File: src/rtl/preg_free_list_pkg.sv
// Shared sizing and checkpoint types for the physical-register free list.
package preg_free_list_pkg;

  localparam int unsigned N_PHYS_REGS_DEF = 64;
  localparam int unsigned N_ARCH_REGS_DEF = 32;
  localparam int unsigned ROB_DEPTH_DEF   = 16;
  localparam int unsigned PREG_W_DEF      = $clog2(N_PHYS_REGS_DEF);
  localparam int unsigned ROB_W_DEF       = $clog2(ROB_DEPTH_DEF);

  typedef logic [PREG_W_DEF:0] fl_ptr_t;

  typedef struct packed {
    fl_ptr_t head;
  } fl_head_snapshot_t;

endpackage

File: src/rtl/preg_free_list.sv
// Circular free list of physical registers with per-ROB-tag head checkpoints.
module preg_free_list
  import preg_free_list_pkg::*;
#(
  parameter  int unsigned N_PHYS_REGS = N_PHYS_REGS_DEF,
  parameter  int unsigned N_ARCH_REGS = N_ARCH_REGS_DEF,
  parameter  int unsigned ROB_DEPTH   = ROB_DEPTH_DEF,
  localparam int unsigned PREG_W      = $clog2(N_PHYS_REGS),
  localparam int unsigned ROB_W       = $clog2(ROB_DEPTH)
) (
  input  logic              clk,
  input  logic              rst_n,
  input  logic              alloc_req_i,
  output logic              alloc_valid_o,
  output logic [PREG_W-1:0] alloc_preg_o,
  output logic              alloc_inval_o,
  output logic [PREG_W-1:0] alloc_inval_preg_o,
  input  logic              free_valid_i,
  input  logic [PREG_W-1:0] free_preg_i,
  input  logic              checkpoint_take_i,
  input  logic [ROB_W-1:0]  checkpoint_tag_i,
  input  logic              recover_i,
  input  logic [ROB_W-1:0]  recover_tag_i,
  input  logic              flush_i,
  output logic [PREG_W:0]   free_count_o
);

  typedef logic [PREG_W:0] ptr_t;

  logic [PREG_W-1:0] fl [0:N_PHYS_REGS-1];
  ptr_t              ckpt [0:ROB_DEPTH-1];
  ptr_t              head, tail, cmt_head;

  ptr_t count;
  logic fire;
  logic do_free;
  logic push;
  ptr_t head_alloc;
  ptr_t cmt_head_next;

  always_comb begin
    count         = tail - head;
    fire          = alloc_req_i && (count != '0) && !recover_i && !flush_i;
    // A free into a full list is illegal; it is dropped so state stays intact.
    do_free       = free_valid_i && (count != ptr_t'(N_PHYS_REGS));
    push          = do_free && (free_preg_i != '0);
    head_alloc    = head + ptr_t'(fire);
    cmt_head_next = cmt_head + ptr_t'(do_free);
  end

  assign alloc_valid_o      = (count != '0);
  assign alloc_preg_o       = fl[head[PREG_W-1:0]];
  assign alloc_inval_o      = fire;
  assign alloc_inval_preg_o = alloc_preg_o;
  assign free_count_o       = count;

  always_ff @(posedge clk) begin
    if (!rst_n) begin
      for (int unsigned i = 0; i < N_PHYS_REGS; i++) begin
        fl[i] <= (i < N_PHYS_REGS - N_ARCH_REGS) ? PREG_W'(N_ARCH_REGS + i) : '0;
      end
      for (int unsigned i = 0; i < ROB_DEPTH; i++) begin
        ckpt[i] <= '0;
      end
      head     <= '0;
      cmt_head <= '0;
      tail     <= ptr_t'(N_PHYS_REGS - N_ARCH_REGS);
    end else begin
      if (free_valid_i) begin
        assert (count != ptr_t'(N_PHYS_REGS))
          else $error("preg_free_list: free while list is full");
      end
      if (push) begin
        fl[tail[PREG_W-1:0]] <= free_preg_i;
      end
      tail     <= tail + ptr_t'(push);
      cmt_head <= cmt_head_next;
      if (recover_i) begin
        head <= ckpt[recover_tag_i];
      end else if (flush_i) begin
        head <= cmt_head_next;
      end else begin
        head <= head_alloc;
        if (checkpoint_take_i) begin
          ckpt[checkpoint_tag_i] <= head_alloc;
        end
      end
    end
  end

endmodule
File: config.mk
export PLATFORM = sky130hd
export DESIGN_NAME = preg_free_list
export DESIGN_NICKNAME = d
export VERILOG_FILES = /design/src/rtl/preg_free_list_pkg.sv /design/src/rtl/preg_free_list.sv
export SDC_FILE = /design/constraint.sdc
export NUM_CORES = 1
export LEC_CHECK = 0
export ABC_CLOCK_PERIOD_IN_PS = 10900
export CORE_MARGIN = 2
export CORE_UTILIZATION = 50
export CTS_CLUSTER_DIAMETER = 200
export CTS_CLUSTER_SIZE = 25
export DETAILED_ROUTE_END_ITERATION = 8
export HOLD_SLACK_MARGIN = 0.08
export PLACE_DENSITY = 0.69
export SLEW_MARGIN = 20
export SYNTH_ARGS = -nofsm -noshare
export SYNTH_HDL_FRONTEND = slang
export SYNTH_SLANG_ARGS = --single-unit
export TNS_END_PERCENT = 10
File: constraint.sdc
create_clock -name clk -period 10.9 [get_ports clk]
set_input_delay 2.18 -clock clk [delete_from_list [all_inputs] [get_ports clk]]
set_output_delay 2.18 -clock clk [all_outputs]
set_load 0.05 [all_outputs]
======== Word level (Yosys, flattened, before mapping) ========
Memories as Yosys holds them, arrays and structs flattened. A register that Yosys moved wholly into a read port is not among the register bits.
Cells that the tools add are included.
operators by class
  add/subtract/negate cells ............... 4
  multipliers ............................. 0
  divide/modulo/power cells ............... 0
  magnitude comparators ................... 0
  equal/unequal tests ..................... 1
  shift operators ......................... 0
  muxes and demuxes ....................... 18
  bitwise operators ....................... 0
  reductions and logical operators ........ 11
operators by type and width
  operator            count
  $add 7x1->7         3
  $mux 7              3
  $mux 6              3
  $mux 1              11
  $ne 7x7->1 const B  1
  $reduce_bool 7->1   1
  $reduce_or 7->1     1
  $sub 7x7->7         1
  $reduce_bool 6->1   1
  $reduce_or 6->1     1
  $logic_and 1x1->1   5
  $mux 4              1
  $logic_not 1->1     2
word-level totals
  flip-flop bits (word level) ............. 21
  bits in latches ......................... 0
  bits in writable memories ............... 496
  memory bits (read-only) ................. 0
  input port bits ......................... 21
  output and inout port bits .............. 21
  word-level logic and storage cells ...... 39
  memories ................................ 2
memory list
  memory  words  width  rd ports  clocked after Yosys merged registers in  write ports  line                  text
  fl      64     6      1         1                                        64           preg_free_list.sv:30  logic [PREG_W-1:0] fl [0:N_PHYS_REGS-1];
  ckpt    16     7      1         0                                        16           preg_free_list.sv:31  ptr_t ckpt [0:ROB_DEPTH-1];

======== Depth between registers and ports, before layout ========
Gate-level depths: netlist of the first run.
  depth after elaboration ................. 9
  gate-level depth with buffers ........... 18

======== Worst setup path after synthesis of the first run ========
OpenSTA, ideal clock, no wires.
  path kind ............................... reg2out
  start ................................... register head[1]
  end ..................................... output port alloc_inval_o
  arrival time ............................ 3.637 ns
  data required time ...................... 8.720 ns
  slack ................................... 5.083 ns
  cell stages (with the launch flop) ...... 11
  cells stage by stage .................... dfxtp_1 -> buf_2 -> buf_1 -> inv_2 -> ha_1 -> nand2b_1 -> a21oi_1 -> o211ai_1 -> nor4_1 -> nand2_1 -> and3_1
between the ends
  cells in the longest elaborated chain, start to end .. 5
RTL lines
  what                            line                  text
  start: declaration              preg_free_list.sv:32  ptr_t head, tail, cmt_head;
  start signal: assignment        preg_free_list.sv:79  head <= ckpt[recover_tag_i];
  start signal: assignment        preg_free_list.sv:81  head <= cmt_head_next;
  start signal: assignment        preg_free_list.sv:83  head <= head_alloc;
  $sub 7x7->7                     preg_free_list.sv:42  count = tail - head;
  via free_count_o[5]             preg_free_list.sv:25  output logic [PREG_W:0] free_count_o
  $reduce_bool 7->1               --
  via alloc_valid_o               preg_free_list.sv:14  output logic alloc_valid_o,
  $logic_and 1x1->1 (3 in a row)  preg_free_list.sv:43  fire = alloc_req_i && (count != '0) && !recover_i && !flush_i;
  end: declaration                preg_free_list.sv:16  output logic alloc_inval_o,
The timed path passes the listed nets, and every way through them passes these cells.

======== Final worst setup path of the first run ========
  start ................................... register head[3]
  end ..................................... output port alloc_inval_o
between the ends
  cells in the longest elaborated chain, start to end .. 5
RTL lines
  what                            line
  $sub 7x7->7                     preg_free_list.sv:42
  $reduce_bool 7->1               preg_free_list.sv:43
  $logic_and 1x1->1 (3 in a row)  preg_free_list.sv:43
No other way between the ends.

==> results of run 1 <==
[synthesized netlist by cell type, types with 4 or more instances]
master / instances / share of area (%)
a211oi_1: 5 / 0.15
mux4_2: 125 / 11
buf_1: 17 / 0.26
a21oi_1: 17 / 0.35
a221o_1: 5 / 0.20
and3_1: 14 / 0.36
a22oi_1: 17 / 0.52
mux2i_1: 17 / 0.69
nand4_1: 17 / 0.43
dfxtp_1: 21 / 1.7
nor3_1: 284 / 5.8
edfxtp_1: 496 / 61
nand2b_1: 8 / 0.20
nor2_1: 157 / 2.4
nand2_1: 137 / 2.1
buf_4: 21 / 0.64
or3_1: 8 / 0.20
a22o_1: 4 / 0.14
xor2_1: 6 / 0.21
ha_1: 12 / 0.61
o31ai_1: 9 / 0.28
mux2_2: 6 / 0.28
nor2b_1: 12 / 0.31
and2_1: 18 / 0.46
inv_1: 10 / 0.15
clkbuf_1: 114 / 1.7
xnor2_1: 12 / 0.43
nand3_1: 143 / 2.9
o221ai_1: 5 / 0.18
buf_2: 39 / 0.79
clkinv_1: 6 / 0.092
o41ai_1: 53 / 1.9
o21ai_0: 20 / 0.41
[layout make-up]
cell class | instances | area, sq um
Multi-Input combinational cell | 1138 | 8460
Tap cell | 664 | 831
Clock buffer | 43 | 693
Timing Repair Buffer | 127 | 1070
Sequential cell | 517 | 15300
Clock inverter | 1 | 8.76
Fill cell | 4042 | 22300
Inverter | 18 | 67.6
[through the flow]
| stage | total power, mW | worst slack (ns) |
|---|---|---|
| floorplan | 2.65 | 5.08 |
| global placement | 2.84 | 4.14 |
| detailed placement | 2.85 | 4.18 |
| CTS | 3.86 | 3.54 |
| global route | 3.96 | 3.67 |
| finish | 3.87 | 3.79 |
[sequential cells by signal (all words and copies together), names as in the netlist]
name	count
ckpt	112
cmt_head	7
fl	384
head	7
tail	7
[logic make-up after synthesis]
logic type | after synthesis
buf+inv | 210
fa+ha+maj | 13
mux | 148
flops | 517
compound gates | 148
xor+xnor | 18
simple gates | 811
[power groups by stage]
stage / combinational (mW) / clock, mW / sequential, mW
3_5_place_dp: 0.537 / 0 / 2.31
4_1_cts: 0.539 / 1.06 / 2.26
5_1_grt: 0.580 / 1.12 / 2.27
2_1_floorplan: 0.371 / 0 / 2.28
3_3_place_gp: 0.531 / 0 / 2.31
6_report: 0.555 / 1.05 / 2.26
[routing by layer]
metal,part of all wire (%),wire (um)
met1,39,27300
met2,45,31100
met3,13,8900
met4,3.0,2090
met5,0,0
[tightest hold or removal path: cells and delay by family (launching register included)]
kind / cells / cell delay (ns)
xor+xnor: 1 / 0.08
flops: 1 / 0.34
simple gates: 1 / 0.11
[final timing paths]
kind	from	end	cells past startpoint
worst min-delay path	cmt_head[6]	cmt_head[6]	2
worst max-delay path	head[3]	alloc_inval_o	9
worst min register to register	cmt_head[6]	cmt_head[6]	2
worst max register to register	head[3]	tail[4]	15
==> impl_metrics.json, run 1 <==
{
  "h-tree-depth": 1,
  "yosysWarnings": 0,
  "cts_resized": 0,
  "slew-limit-headroom_pct": 21.3,
  "grt_max_degree": 114,
  "arrival_ns": 4.93,
  "insertedDiodeCount": 0,
  "synth_top_family_by_area": "simple AND/OR/NAND/NOR gates",
  "place_area_sq_mm": 0.0257,
  "most-common-layout-cells": "edfxtp_1, nor3_1, nor2_1",
  "instances_no_fill": 2508,
  "power.switching_mw": 1.02,
  "power_leakage_nw": 7.85,
  "finalCriticalPeriod_ns": 7.11,
  "drv_slew": 0,
  "period_share_pct": 65.2,
  "hold_buffers": 0,
  "dieHeight_um": 226,
  "use_met3_pct": 6.56,
  "drt_iter0_markers": 2155,
  "status": "finished clean",
  "synth.mux.area_fraction_pct": 12.4,
  "cts.clk_slew.worst_paths_ns": 0.10,
  "cts_max_path_buffers": 3,
  "path_delay_family": "buffers and inverters",
  "fp-row-count": 81,
  "synthFlopType": "edfxtp_1",
  "dp_hpwl_um": 46200,
  "antenna_found_initial": 1,
  "powerDensity_mw_per_mm2": 146,
  "use_met1_pct": 40.5,
  "clockRootBuffer": "clkbuf_16",
  "crit_buf_inv": 2,
  "grt_overflow": 0,
  "clock-sinks": 517,
  "max_freq_mhz": 141,
  "synth-xor-area-share_pct": 0.642,
  "yosysSeqAreaShare_pct": 62.4,
  "finClkSkew_ns": 0.0167,
  "die-width_um": 226,
  "grt_busiest_layer": "met2",
  "final_nets": 1860,
  "final_cell_area_sq_mm": 0.0265,
  "sw_frac_of_total_pct": 26.4,
  "slowest_delay_ns": 0.89,
  "vdd_drop_max_v": 0.000137,
  "ios": 42,
  "synth_edf_count": 496,
  "power_frac_comb_pct": 14.4,
  "path_class": "reg -> out",
  "synthCells": 1865,
  "syn_area_per_cell_sq_um": 13.2,
  "hold_viol": 0,
  "path_max_fanout": 16,
  "final_common_cell": "edfxtp_1",
  "syn_area_sq_mm": 0.0246,
  "r2r_slack_ns": 4.51,
  "grt_pass1_vias": 16375,
  "async_reset_ff_share_pct": 0,
  "whs_ns": 0.558,
  "endpoint_kind": "output pin",
  "synth_cell_types": 54,
  "synth-seq-cells": 517,
  "synth-compound-area-share_pct": 4.54,
  "clk_latency_ns": 0.58,
  "dieArea_sq_mm": 0.0509,
  "drt_pass1_iterations": 5,
  "cts_buffers": 24,
  "vias": 16775,
  "syn_to_final_growth_pct": 7.71,
  "grt_pass1_wl_um": 105000,
  "grt_util_met2_pct": 41.7,
  "post_drt_wl_per_cell_um": 27.7,
  "finalSetupTns_ns": 0,
  "wirelength_um": 69400,
  "worstPathCellList": "clkinv_1, ha_1, o21ai_0, a2111o_1, o211ai_1, nor4_1, nand2_1, and3_1, clkdlybuf4s50_1",
  "finalSetupViolCount": 0,
  "startpoint_type": "flip-flop",
  "cts_tree": "done",
  "synth-adder-area-share_pct": 0.693,
  "internal_power_mw": 2.85,
  "core_area_sq_mm": 0.0487,
  "crit_slowest_cell": "clkinv_1",
  "track_usage_pct": 27.7,
  "ant_nets": 0,
  "cts_setup_buffers": 0,
  "drive_gt1_share_pct": 14.9,
  "post-place-cells": 2463,
  "p_seq_share_pct": 58.4,
  "initial_core_util_pct": 50.4,
  "yosys.area_share.simple_pct": 15.6,
  "maxCapViolations": 0,
  "tightest_slew_ns": 1.18,
  "drc": 0,
  "gp_congestion": 0.877,
  "portBuffers": 41,
  "vias_per_cell": 6.69,
  "cp.required_ns": 8.72,
  "synthesis.nets": 1899,
  "hold_path_class": "reg -> reg",
  "final_util_pct": 54.3,
  "rsz0062_at_grt": "false",
  "clkPwrFrac_pct": 27.3
}
Power figures use the tool's default switching activity.
==> run 2: changes to the inputs <==
- ABC_CLOCK_PERIOD_IN_PS: 10900 -> 6200
- PLACE_DENSITY: 0.69 -> 0.72
- clock period: 10.9 -> 6.2 ns (I/O delays scaled with it)
==> run 2 against run 1 <==
Net effect: sequential share of layout area shrank 0.18 points; routed wire length is essentially flat; final area increased by 0.31%; cell count increased by 0.52%; first-iteration DRC count increased by 21%; utilization up 0.17 points; critical endpoint is now alloc_inval_preg_o[5].
==> impl_metrics.json, run 2 (synthesis results as in run 1) <==
{
  "largestRegisters": "fl (384), ckpt (112)",
  "track_usage_pct": 27.7,
  "cts_setup_buffers": 0,
  "power_leakage_nw": 7.89,
  "final_nets": 1873,
  "grt_pass1_wl_um": 104000,
  "powerDensity_mw_per_mm2": 257,
  "cts.clk_slew.worst_paths_ns": 0.10,
  "arrival_ns": 4.32,
  "endpoint_kind": "output pin",
  "portBuffers": 41,
  "cts_buffers": 24,
  "grt_overflow": 0,
  "grt_max_degree": 113,
  "drt_iter0_markers": 2597,
  "maxCapViolations": 0,
  "vdd_drop_max_v": 0.000266,
  "top_register": "fl",
  "most-common-layout-cells": "edfxtp_1, nor3_1, nor2_1",
  "r2r_slack_ns": 1.22,
  "ant_nets": 0,
  "worstReg2RegStart": "head[1]",
  "finalCriticalPeriod_ns": 5.56,
  "h-tree-depth": 1,
  "tightest_slew_ns": 1.13,
  "hold_buffers": 0,
  "wirelength_um": 69400,
  "largest_register_ffs": 384,
  "dieArea_sq_mm": 0.0509,
  "drv_slew": 0,
  "grt_pass1_vias": 16318,
  "cts_resized": 0,
  "dieHeight_um": 226,
  "vias_per_cell": 6.68,
  "clock-sinks": 517,
  "rr_worst_depth": 10,
  "clk_latency_ns": 0.59,
  "cts_tree": "done",
  "whs_endpoint": "cmt_head[6]",
  "worstPathCellList": "buf_4, mux4_2, a22oi_1, a21oi_1, or3_1, o31a_1, clkdlybuf4s50_1",
  "drive_gt1_share_pct": 15.3,
  "finalSetupTns_ns": 0,
  "vias": 16842,
  "gp_congestion": 0.941,
  "finalSetupViolCount": 0,
  "antenna_found_initial": 1,
  "post_drt_wl_per_cell_um": 27.5,
  "startpoint_type": "flip-flop",
  "ios": 42,
  "cts_max_path_buffers": 3,
  "hp-start": "cmt_head[6]",
  "path_class": "reg -> out",
  "status": "finished clean",
  "whs_path_depth": 2,
  "drt_pass1_iterations": 6,
  "finClkSkew_ns": 0.0155,
  "syn_to_final_growth_pct": 8.05,
  "initial_core_util_pct": 50.4,
  "r2r-end": "fl[37][4]",
  "hold_path_class": "reg -> reg",
  "final_common_cell": "edfxtp_1",
  "core_area_sq_mm": 0.0487,
  "slowest_delay_ns": 1.00,
  "path_max_fanout": 56,
  "insertedDiodeCount": 0,
  "dp_hpwl_um": 46800,
  "max_freq_mhz": 180,
  "drc": 0,
  "power.total_mw": 6.82,
  "fp-row-count": 81,
  "cp.required_ns": 4.96,
  "period_share_pct": 89.7,
  "crit_slowest_cell": "dfxtp_4",
  "slew-limit-headroom_pct": 24.2,
  "clockRootBuffer": "clkbuf_16",
  "die-width_um": 226,
  "rsz0062_at_grt": "false",
  "n_fill_cell": 4004,
  "hold_viol": 0
}
[run 2: changes by cell type in the layout (fill, tap and decap cells not counted), moves of 2 or more]
| cell | delta |
|---|---|
| o41ai_1 | +5 |
| o41ai_2 | -5 |
| buf_4 | +12 |
| buf_12 | +2 |
[run 2: power by group]
part | internal (mW) | total [mW] | switching (mW)
Combinational | 0.331 | 0.978 | 0.647
Clock | 0.769 | 1.86 | 1.09
Sequential | 3.91 | 3.98 | 0.0711
[run 2: worst max-delay path: cells and delay by family (launching register included)]
kind / cells / cell delay (ns)
multiplexers: 1 / 0.40
AND/OR/NAND/NOR: 1 / 0.37
AO/OA/AOI/OAI: 3 / 0.77
flip-flops: 1 / 1.00
buffers and inverters: 2 / 1.16
[run 2: cell type report]
cell class / count / area, sq um / area share (%)
Sequential cell: 517 / 15300 / 57.7
Multi-Input combinational cell: 1138 / 8420 / 31.7
Timing Repair Buffer: 140 / 1190 / 4.47
Tap cell: 664 / 831 / 3.13
Clock buffer: 43 / 693 / 2.61
Inverter: 18 / 67.6 / 0.255
Clock inverter: 1 / 8.76 / 0.0330
[run 2: metal layers]
layer / global-route usage (%) / wire length (um) / vias to the layer above
met2: 41.5 / 31100 / 1210
met4: 10.6 / 2920 / 2
li1: - / - / 7160
met5: 0 / 13 / -
met3: 7.52 / 9370 / 187
met1: 38.8 / 26100 / 8283
[run 2: stage by stage]
| stage | setup WS, ns | area (sq um) | utilization (%) | hold WS, ns | cells |
|---|---|---|---|---|---|
| finish | 0.638 | 26500 | 54.4 | 0.553 | 2521 |
| global route | 0.480 | 26500 | 54.4 | 0.623 | 2521 |
| CTS | 0.714 | 26500 | 54.3 | 0.552 | 2521 |
| detailed placement | 1.35 | 25800 | 52.9 | 0.530 | 2477 |
| global placement | 1.40 | 25800 | 52.9 | 0.529 | 2477 |
| floorplan | 1.01 | 24600 | - | 0.494 | 1865 |
[run 2: worst max-delay path by stage]
stage,startpoint,cells past startpoint,slack [ns],end
6_report,head[1],7,0.64,alloc_inval_preg_o[5]
5_1_grt,tail[0],10,0.48,alloc_inval_o
4_1_cts,tail[0],10,0.71,alloc_inval_o
3_5_place_dp,head[1],10,1.35,fl[37][4]
3_3_place_gp,head[1],9,1.40,alloc_inval_o
2_1_floorplan,head[1],16,1.01,ckpt[0][4]
